<file path="config.mk">
export PLATFORM = sky130hd
export DESIGN_NAME = acc_req_buffer
export DESIGN_NICKNAME = d
export VERILOG_FILES = /design/src/rtl/acc_req_buffer.sv
export SDC_FILE = /design/constraint.sdc
export NUM_CORES = 1
export LEC_CHECK = 0
export CAP_MARGIN = 20
export CORE_MARGIN = 5
export CORE_UTILIZATION = 55
export CTS_BUF_LIST = sky130_fd_sc_hd__clkbuf_8
export DETAILED_ROUTE_END_ITERATION = 10
export PLACE_DENSITY_LB_ADDON = 0.08
export SYNTH_ARGS = -nofsm -noshare
export SYNTH_HDL_FRONTEND = slang
export SYNTH_SLANG_ARGS = --single-unit
</file>
<file path="constraint.sdc">
create_clock -name clk -period 4.1 [get_ports clk]
set_input_delay 0.82 -clock clk [delete_from_list [all_inputs] [get_ports clk]]
set_output_delay 0.82 -clock clk [all_outputs]
set_load 0.02 [all_outputs]
</file>
<file path="src/rtl/acc_req_buffer.sv">
// Per-core staging buffer of committed accumulate requests, one FIFO per accumulator.
// Optional macro ACC_REQ_BYPASS_EN: same-cycle push-to-head bypass for an empty FIFO.
module acc_req_buffer #(
  parameter int unsigned N_ACC    = 3,
  parameter int unsigned DEPTH    = 4,
  parameter int unsigned GC_WIDTH = 16
) (
  input  logic                                          clk,
  input  logic                                          reset_n,
  input  logic                                          flush,
  input  logic                                          push_valid,
  input  logic [((N_ACC > 1) ? $clog2(N_ACC) : 1)-1:0]  push_acc,
  input  logic [31:0]                                   push_data,
  input  logic [GC_WIDTH-1:0]                           push_stamp,
  output logic                                          push_ready,
  output logic [N_ACC-1:0]                              out_valid,
  input  logic [N_ACC-1:0]                              out_ready,
  output logic [N_ACC-1:0][31:0]                        out_data,
  output logic [N_ACC-1:0][GC_WIDTH-1:0]                out_stamp,
  output logic                                          empty,
  output logic [N_ACC-1:0][$clog2(DEPTH):0]             occupancy
);

  localparam int unsigned AW = (N_ACC > 1) ? $clog2(N_ACC) : 1;
  localparam int unsigned PW = $clog2(DEPTH);
  localparam int unsigned CW = PW + 1;

  typedef struct packed {
    logic [31:0]         data;
    logic [GC_WIDTH-1:0] stamp;
  } entry_t;

  entry_t        mem    [N_ACC][DEPTH];
  logic [PW-1:0] wr_ptr [N_ACC];
  logic [PW-1:0] rd_ptr [N_ACC];
  logic [CW-1:0] count  [N_ACC];

  logic             push_fire;
  logic [N_ACC-1:0] push_en;
  logic [N_ACC-1:0] wr_en;
  logic [N_ACC-1:0] rd_en;
  entry_t           head;

  // Ready reflects start-of-cycle fullness only; out-of-range targets are never ready.
  always_comb begin
    push_ready = 1'b0;
    for (int i = 0; i < N_ACC; i++) begin
      if ((push_acc == AW'(i)) && (count[i] != CW'(DEPTH))) push_ready = 1'b1;
    end
  end

  assign push_fire = push_valid && push_ready;

  always_comb begin
    push_en = '0;
    wr_en   = '0;
    rd_en   = '0;
    for (int i = 0; i < N_ACC; i++) begin
      push_en[i] = push_fire && (push_acc == AW'(i));
      rd_en[i]   = out_ready[i] && (count[i] != '0);
`ifdef ACC_REQ_BYPASS_EN
      // A bypassed request taken the same cycle is never stored.
      wr_en[i]   = push_en[i] && !((count[i] == '0) && out_ready[i]);
`else
      wr_en[i]   = push_en[i];
`endif
    end
  end

  always_comb begin
    out_valid = '0;
    out_data  = '0;
    out_stamp = '0;
    occupancy = '0;
    empty     = 1'b1;
    head      = '0;
    for (int i = 0; i < N_ACC; i++) begin
      head         = mem[i][rd_ptr[i]];
      out_valid[i] = (count[i] != '0);
      out_data[i]  = head.data;
      out_stamp[i] = head.stamp;
      occupancy[i] = count[i];
      if (count[i] != '0) empty = 1'b0;
`ifdef ACC_REQ_BYPASS_EN
      if (push_en[i] && (count[i] == '0)) begin
        out_valid[i] = 1'b1;
        out_data[i]  = push_data;
        out_stamp[i] = push_stamp;
      end
`endif
    end
  end

  // Pointer and count state; flush wins over any same-cycle handshake.
  always_ff @(posedge clk or negedge reset_n) begin
    if (!reset_n) begin
      for (int i = 0; i < N_ACC; i++) begin
        wr_ptr[i] <= '0;
        rd_ptr[i] <= '0;
        count[i]  <= '0;
      end
    end else if (flush) begin
      for (int i = 0; i < N_ACC; i++) begin
        wr_ptr[i] <= '0;
        rd_ptr[i] <= '0;
        count[i]  <= '0;
      end
    end else begin
      for (int i = 0; i < N_ACC; i++) begin
        if (wr_en[i]) wr_ptr[i] <= wr_ptr[i] + PW'(1);
        if (rd_en[i]) rd_ptr[i] <= rd_ptr[i] + PW'(1);
        count[i] <= count[i] + CW'(wr_en[i]) - CW'(rd_en[i]);
      end
    end
  end

  // Storage is intentionally not reset.
  always_ff @(posedge clk) begin
    if (!flush) begin
      for (int i = 0; i < N_ACC; i++) begin
        if (wr_en[i]) mem[i][wr_ptr[i]] <= {push_data, push_stamp};
      end
    end
  end

  for (genvar gi = 0; gi < N_ACC; gi++) begin : g_count_chk
    a_count_bound : assert property (@(posedge clk) disable iff (!reset_n)
      count[gi] <= CW'(DEPTH));
  end

endmodule

</file>
# == Word-level counts from Yosys, hierarchy flattened ==
# Memories as Yosys holds them, arrays and structs flattened.
# Index checks and enable logic that the tools add are counted.
# totals
register_bits,21
ram_bits,576
inputBits,57
output_inout_bits,158
wordCells,112
memories,1
# memory_table
memory,depth,word_bits,read_ports,rd_ports_with_merged_regs,wr,line,text
mem,3,192,3,0,1,33,entry_t mem [N_ACC][DEPTH];
# classes
addsub,12
magnitude_cmp,9
n_eq_ne,5
muxes,45
n_bitwise,6
n_reduce_logical,25
# op_table
operator,n
192-bit two-way mux,7
48-bit two-way mux,9
192-bit OR reduction,2
48-bit binary-select mux with 2-bit select,3
48-bit demux with 2-bit select,3
3-bit >= comparator (second input constant),6
2-bit NOT with 3-bit output,6
2-bit two-way mux,8
1-bit logical AND,13
2-bit by 1-bit adder with 2-bit output (second input constant),6
1-bit two-way mux,12
6-bit two-way mux,2
2-bit nonzero test,6
3-bit by 1-bit adder with 3-bit output,3
3-bit by 1-bit less-than comparator with 1-bit output (second input constant),3
9-bit two-way mux,1
3-bit != test (second input constant),3
3-bit nonzero test,3
3-bit by 1-bit subtractor with 3-bit output,3
2-bit by 1-bit == test with 1-bit output (second input constant),1
2-bit == test (second input constant),1
2-bit logical NOT,1

# == Longest topological paths before layout ==
# Gate-level depths: netlist (run 1).
# depth
depth_word,13
mapped_depth,11
mapped_depth_nobuf,11

# == Worst setup path before layout (run 1) ==
# OpenSTA, ideal clock, no wires.
# synth_timing
path_kind,input to register
from,in flush
to,"mem mem[0][100] in the netlist's numbering, enable pin"
setup_time_ns,0.411
arrival_time_ns,2.664
required_ns,3.689
path_slack_ns,1.026
path_stages,4
n_path_buf,1
cell_sequence,clkbuf_1 -> nand2b_1 -> nor4_1 -> and3_1
# synth_between
elab_chain_len,5
elab_cells_between_ends,12
classes_between,mux: 10; reduce/logical: 2
# synth_rtl
element,line,text
start: declaration,10,"input logic flush,"
1-bit two-way mux,119,if (!flush) begin
192-bit two-way mux (implied by the code),121,"if (wr_en[i]) mem[i][wr_ptr[i]] <= {push_data, push_stamp};"
192-bit OR reduction (no source line),n/a,
2-bit two-way mux (no source line) or 192-bit two-way mux (tied branches) (2 in a row),n/a,
end: declaration,33,
# Several ways; a longest one is shown, not always the timed one.

==> metrics, run 1 <==
final cycle utilization of the critical path approximately nine tenths; CP Class reg -> out; worst min-delay path class in -> async; CTS Buffer Depth 3; cell count after synthesis 902; post-route setup TNS 0 ns; Post-DP HPWL 28100 um; Yosys top cell area share 77.9%; Clock transition at path regs around 0.060 ns; diode count 0; run status finished clean; crit path DAT 2.92 ns; Initial Utilization 55.8%; Post-CTS Hold Buffers 0; buffer type at the clock tree root clkbuf_8; nets 1291; GR Util All Layers 21.4%; Unique masters post-synth 34; met3 Track Usage GR 5.36%; Avg WL per Cell ~26 um; Die Height 211 um; Final Hold Violating Endpoints 0; via/cell ratio around 5.7; Critical Path RT 3.28 ns; DRT Pass-1 Iters 5; H-tree levels 3; first-pass GRT wire length ~70000 um; WL final 47000 um; met2 GRT Util 35.6%; slowest cell on the critical path dfrtp_4; min Tclk post-route 3.74 ns; Clk pwr share 29.0%; Cell Pwr Density 569 nW/um2; Layout fillers 2611; RSZ-0062 raised after global routing no; Peak supply drop 0.000330 V; CP top delay family buffers and inverters; Synth area leader edfxtp_1; CP Launch Type flop; die area 44500 um2; TritonCTS Sinks 597; Critical Path End Type output pin; layout cells sized above 1 about 24%; mapped cell area 22200 um2; First DRT Iteration DRCs 690; antenna violations before repair 2; GR peak layer met2; warnings from Yosys 0; pin count of the biggest net entering global routing 42; Max Fclk 268 MHz; critical path cell sequence buf_4 > mux4_2 > clkdlybuf4s50_1; worst-case clock skew 0.0255 ns; global route overflow 0; Buf/Inv on CP 2; Syn Nets 980; clk_lat worst skew 0.63 ns; antenna viol nets, final 0; Sw Ratio 27.9%; Post-route DRC 0; Site Rows 73; vias in the first global route 10930; Worst slew margin between 50% and 60%; Combinational Power Share between 20% and 30%; Synth area leaders edfxtp_1 (78%), mux4_2 (15%), dfrtp_1 (2.4%), ha_1 (1.0%), buf_4 (0.44%); Sw Pwr approximately 0.0043 W; syn_area_per_cell 24.6 um2; sequential share of the synthesized area between 80% and 90%; Internal 0.0110 W; Layout Area Growth over Synthesis 21.0%; MaxCap Viol Count 0; hold slack 0.395 ns; port bufs around 210; fraction of registers with async set or reset after synthesis 3.52%; Leak 8.67 nW; top_reg_cell synth edfxtp_1; CP max stage delay between 0.7 and 0.8 ns; setup repair bufs after CTS 0; Slew Viols, Final 0; TritonCTS clock tree built; Max Fanout on Critical Path 20; final setup vio count 0; CTS Buf Count 94; core area 39800 um2; post-CTS sizing 0; Placer Congestion 0.761; met1 Use GR 29.4%; Via Count 10310; Post-synth EDFFs 576; Seq pwr share between 40% and 50%; chip width around 210 um; Slew @ Worst Pin 0.660 ns; IO Count 215; flops & latches, synth 597; r2r setup slk 1.73 ns
cell type report:
cell class / count / area, um2 / share of cell area, %
clock inverters: 67 / 317 / 1.18
flip-flops and latches: 597 / 17800 / 66.4
inverters: 16 / 60.1 / 0.224
well taps: 525 / 657 / 2.45
clock buffers: 97 / 1340 / 4.97
multi-input cells: 253 / 4140 / 15.4
repair buffers: 251 / 2510 / 9.36
path summary, 6_finish.rpt:
kind,startpoint,to,cells past startpoint
max reg2reg,occupancy[1],occupancy[2],11
min in group clk,wr_ptr[3],wr_ptr[3],2
max in group asynchronous,reset_n,rd_ptr[0],2
max,rd_ptr[4],out_stamp[15],3
min,reset_n,occupancy[7],1
min reg2reg,wr_ptr[3],wr_ptr[3],2
cells by family (layout without fill, tap and decap cells):
group	after synthesis	in the layout	synth area share, %
xor gates and xnor gates	11	11	0.434
adders and majority gates	21	21	1.28
DFF	597	597	80.3
AOI/OAI and AO/OA	12	12	0.411
buffers and inverters	52	431	1.17
and+or+nand+nor	61	61	1.65
muxes	148	148	14.8
cell usage in the layout, fill, tap and decap left out, drive strengths merged:
| cell | n |
|---|---|
| a21oi | 1 |
| a2bb2oi | 1 |
| and2 | 8 |
| and3 | 5 |
| buf | 37 |
| bufinv | 1 |
| clkbuf | 97 |
| clkdlybuf4s50 | 214 |
| clkinv | 25 |
| clkinvlp | 2 |
| dfrtp | 21 |
| edfxtp | 576 |
| fa | 3 |
| ha | 18 |
| inv | 55 |
| mux2 | 2 |
| mux2i | 2 |
| mux4 | 144 |
| nand2 | 1 |
| nand2b | 7 |
| nand3 | 1 |
| nor2 | 16 |
| nor2b | 7 |
| nor3 | 4 |
| nor3b | 5 |
| nor4 | 1 |
| o21ai | 2 |
| o22ai | 1 |
| o311ai | 3 |
| o31a | 3 |
| o32ai | 1 |
| or2 | 1 |
| or3 | 4 |
| or3b | 1 |
| xnor2 | 7 |
| xor2 | 4 |
stage by stage:
stage | cell area (um2) | total power (W) | utilization, % | worst slack [ns] | std cells
6_report | 26900 | 0.0153 | 67.5 | 0.364 | 1806
5_1_grt | 26900 | 0.0160 | 67.5 | 0.205 | 1806
4_1_cts | 26800 | 0.0155 | 67.4 | 0.260 | 1805
3_5_place_dp | 25200 | 0.0110 | 63.2 | 0.801 | 1641
3_3_place_gp | 25200 | 0.0110 | 63.2 | 0.812 | 1641
2_1_floorplan | 22200 | 0.00935 | - | 1.03 | 902
sequential cells by signal (all words and copies together), names as in the netlist:
register	cells
mem	576
rd_ptr	6
wr_ptr	6
occupancy	9
cell usage after synthesis (8+ instances only):
cell / number
nor2_1: 16
mux4_2: 144
edfxtp_1: 576
buf_1: 9
ha_1: 18
and2_1: 8
buf_4: 13
dfrtp_1: 21
buf_2: 12
inv_1: 16
routing by layer:
metal  routed length, um  part of all wire (%)  vias up
met2               24200                    52      303
met4                 471                   1.0        4
met3                2910                   6.2       37
li1                    -                     -     4448
met1               19300                    41     5518
met5                  25                 0.053        -
power groups by stage:
stage | Sequential [W] | Clock [W] | Combinational, W
final | 0.00704 | 0.00443 | 0.00381
after floorplan | 0.00705 | 0 | 0.00230
after global routing | 0.00706 | 0.00484 | 0.00404
after detailed placement | 0.00717 | 0 | 0.00388
after CTS | 0.00705 | 0.00454 | 0.00389
after global placement | 0.00717 | 0 | 0.00387
Power figures use the tool's default switching activity.
==> run 2: changes to the inputs <==
Settings changed: CAP_MARGIN 20 to default.
==> run 2 against run 1 <==
  * Count of clock-buffer cells in the layout unchanged
  * First-iteration DRC count decreased by 2.5%
  * Power about the same
  * Setup slack improved by 0.0049 ns
  * Combinational power about the same
  * Critical path depth unchanged
  * Die area unchanged
  * Sequential power about the same
  * Maximum frequency increased by 0.13%
  * Critical path type unchanged
  * Critical endpoint unchanged
  * Largest cell class unchanged
  * Highest routed layer unchanged
==> metrics, run 2 (synthesis results as in run 1) <==
commonest non-fill, non-tap cell in the layout edfxtp_1; Max Fclk 268 MHz (+0.13%); Slew @ Worst Pin 1.02 ns (+0.360 ns); post-CTS sizing 0 (unchanged); max reg flops 576 (unchanged); post-route setup TNS 0 ns (unchanged); Slew Viols, Final 0 (unchanged); diode count 0 (unchanged); core area 39800 um2 (unchanged); clk_lat worst skew 0.63 ns (about the same); first-pass GRT wire length 69800 um (unchanged); RSZ-0062 raised after global routing no; Cell Pwr Density 569 nW/um2 (about the same); CP Class reg -> out; CTS Buf Count 94 (unchanged); layout cells sized above 1 24.2% (-0.059 points); WL final 47000 um (+0.13%); MaxCap Viol Count 0 (unchanged); CTS Buffer Depth 3 (unchanged); worst-case clock skew 0.0257 ns (+0.000221 ns); pin count of the biggest net entering global routing 42 (unchanged); setup repair bufs after CTS 0 (unchanged); DRT met1 WL 19600 um (+1.2%); commonest cells after routing, fill and taps aside edfxtp_1 (576), clkdlybuf4s50_1 (214), mux4_2 (144); antenna viol nets, final 0 (unchanged); via/cell ratio 5.72 (+0.23%); r2r worst-path depth 11 (unchanged); TritonCTS Sinks 597 (unchanged); IO Count 215 (unchanged); global route overflow 0 (unchanged); antenna violations before repair 2 (unchanged); final cycle utilization of the critical path 91.0% (-0.12 points); Via Count 10328 (+0.17%); critical path cell sequence buf_4 > mux4_2 > clkdlybuf4s50_1; Critical Path RT 3.28 ns (about the same); Peak supply drop 0.000331 V (about the same); Max Fanout on Critical Path 20 (unchanged); CP Launch Type flop; Site Rows 73 (unchanged); buffer type at the clock tree root clkbuf_8; CP top delay family buffers and inverters; TritonCTS clock tree built; vias in the first global route 10930 (unchanged); run status finished clean; DR top layer met5; final setup vio count 0 (unchanged); Buf/Inv on CP 2 (unchanged); Initial Utilization 55.8% (unchanged); Clock transition at path regs 0.06 ns (about the same); met2 routed WL 24200 um (-0.24%); metal3 WL 2800 um (-3.7%); hold slack 0.589 ns (+0.194 ns); Final Hold Violating Endpoints 0 (unchanged); Critical Path End Type output pin; CP max stage delay 0.78 ns (about the same); Post-DP HPWL 28100 um (unchanged); CP Depth 3 (unchanged); Worst slew margin 31.8% (-24 points); H-tree levels 3 (unchanged); Layout Area Growth over Synthesis 20.8%; nets 1290 (-0.077%); Avg WL per Cell 26.0 um (+0.18%); Post-CTS Hold Buffers 0 (unchanged); min Tclk post-route 3.73 ns (-0.00494 ns); crit path DAT 2.91 ns (about the same); slowest cell on the critical path dfrtp_4; First DRT Iteration DRCs 673 (-2.5%); Placer Congestion 0.761 (unchanged); DRT Pass-1 Iters 5 (unchanged); Die Height 211 um (unchanged); Leak 8.66 nW (-0.15%); port bufs 214 (unchanged); GR Util All Layers 21.4% (unchanged); worst min-delay path class reg -> reg; die area 44500 um2 (unchanged); Hold Path Cell Cnt 2; Post-route DRC 0 (unchanged); chip width 211 um (unchanged)
[run 2: layer usage]
layer  track usage, %  up-vias
met5                0        -
met4             4.94        4
met3             5.36       37
met2             35.6      299
met1             29.4     5543
li1                 -     4445
[run 2: through the flow]
step | total power, W | instances | cell area, um2 | worst slack [ns] | util [%]
floorplan | 0.00935 | 902 | 22200 | 1.03 | -
global placement | 0.0110 | 1641 | 25200 | 0.812 | 63.2
detailed placement | 0.0110 | 1641 | 25200 | 0.801 | 63.2
CTS | 0.0155 | 1805 | 26800 | 0.260 | 67.4
global route | 0.0159 | 1805 | 26800 | 0.205 | 67.4
finish | 0.0153 | 1805 | 26800 | 0.368 | 67.4
[run 2: path summary, 6_finish.rpt]
check	start	end	slack (ns)
worst max register to register	occupancy[1]	occupancy[2]	1.74
worst min-delay path	wr_ptr[3]	wr_ptr[3]	0.59
max in group asynchronous	reset_n	rd_ptr[0]	2.59
worst min register to register	wr_ptr[3]	wr_ptr[3]	0.59
min in group asynchronous	reset_n	occupancy[4]	0.75
worst max-delay path	rd_ptr[4]	out_stamp[15]	0.37
[run 2: layout make-up]
| class | instances | area, um2 |
|---|---|---|
| Clock inverter | 67 | 317 |
| Multi-Input combinational cell | 253 | 4140 |
| Fill cell | 2613 | 13000 |
| Tap cell | 525 | 657 |
| Timing Repair Buffer | 250 | 2490 |
| Clock buffer | 97 | 1340 |
| Sequential cell | 597 | 17800 |
| Inverter | 16 | 60.1 |
[run 2: report_power, final]
| group | internal, W | total [W] | switching, W | leakage, nW |
|---|---|---|---|---|
| clock | 0.00225 | 0.00442 | 0.00217 | 0.969 |
| combinational | 0.00194 | 0.00380 | 0.00186 | 2.23 |
| sequential | 0.00682 | 0.00704 | 0.000223 | 5.46 |
[run 2: worst min-delay path, cell delays in order, from the launching register on]
cell and delay [ns]:
dfrtp_1 0.41, nand2b_1 0.08, mux2i_1 0.05
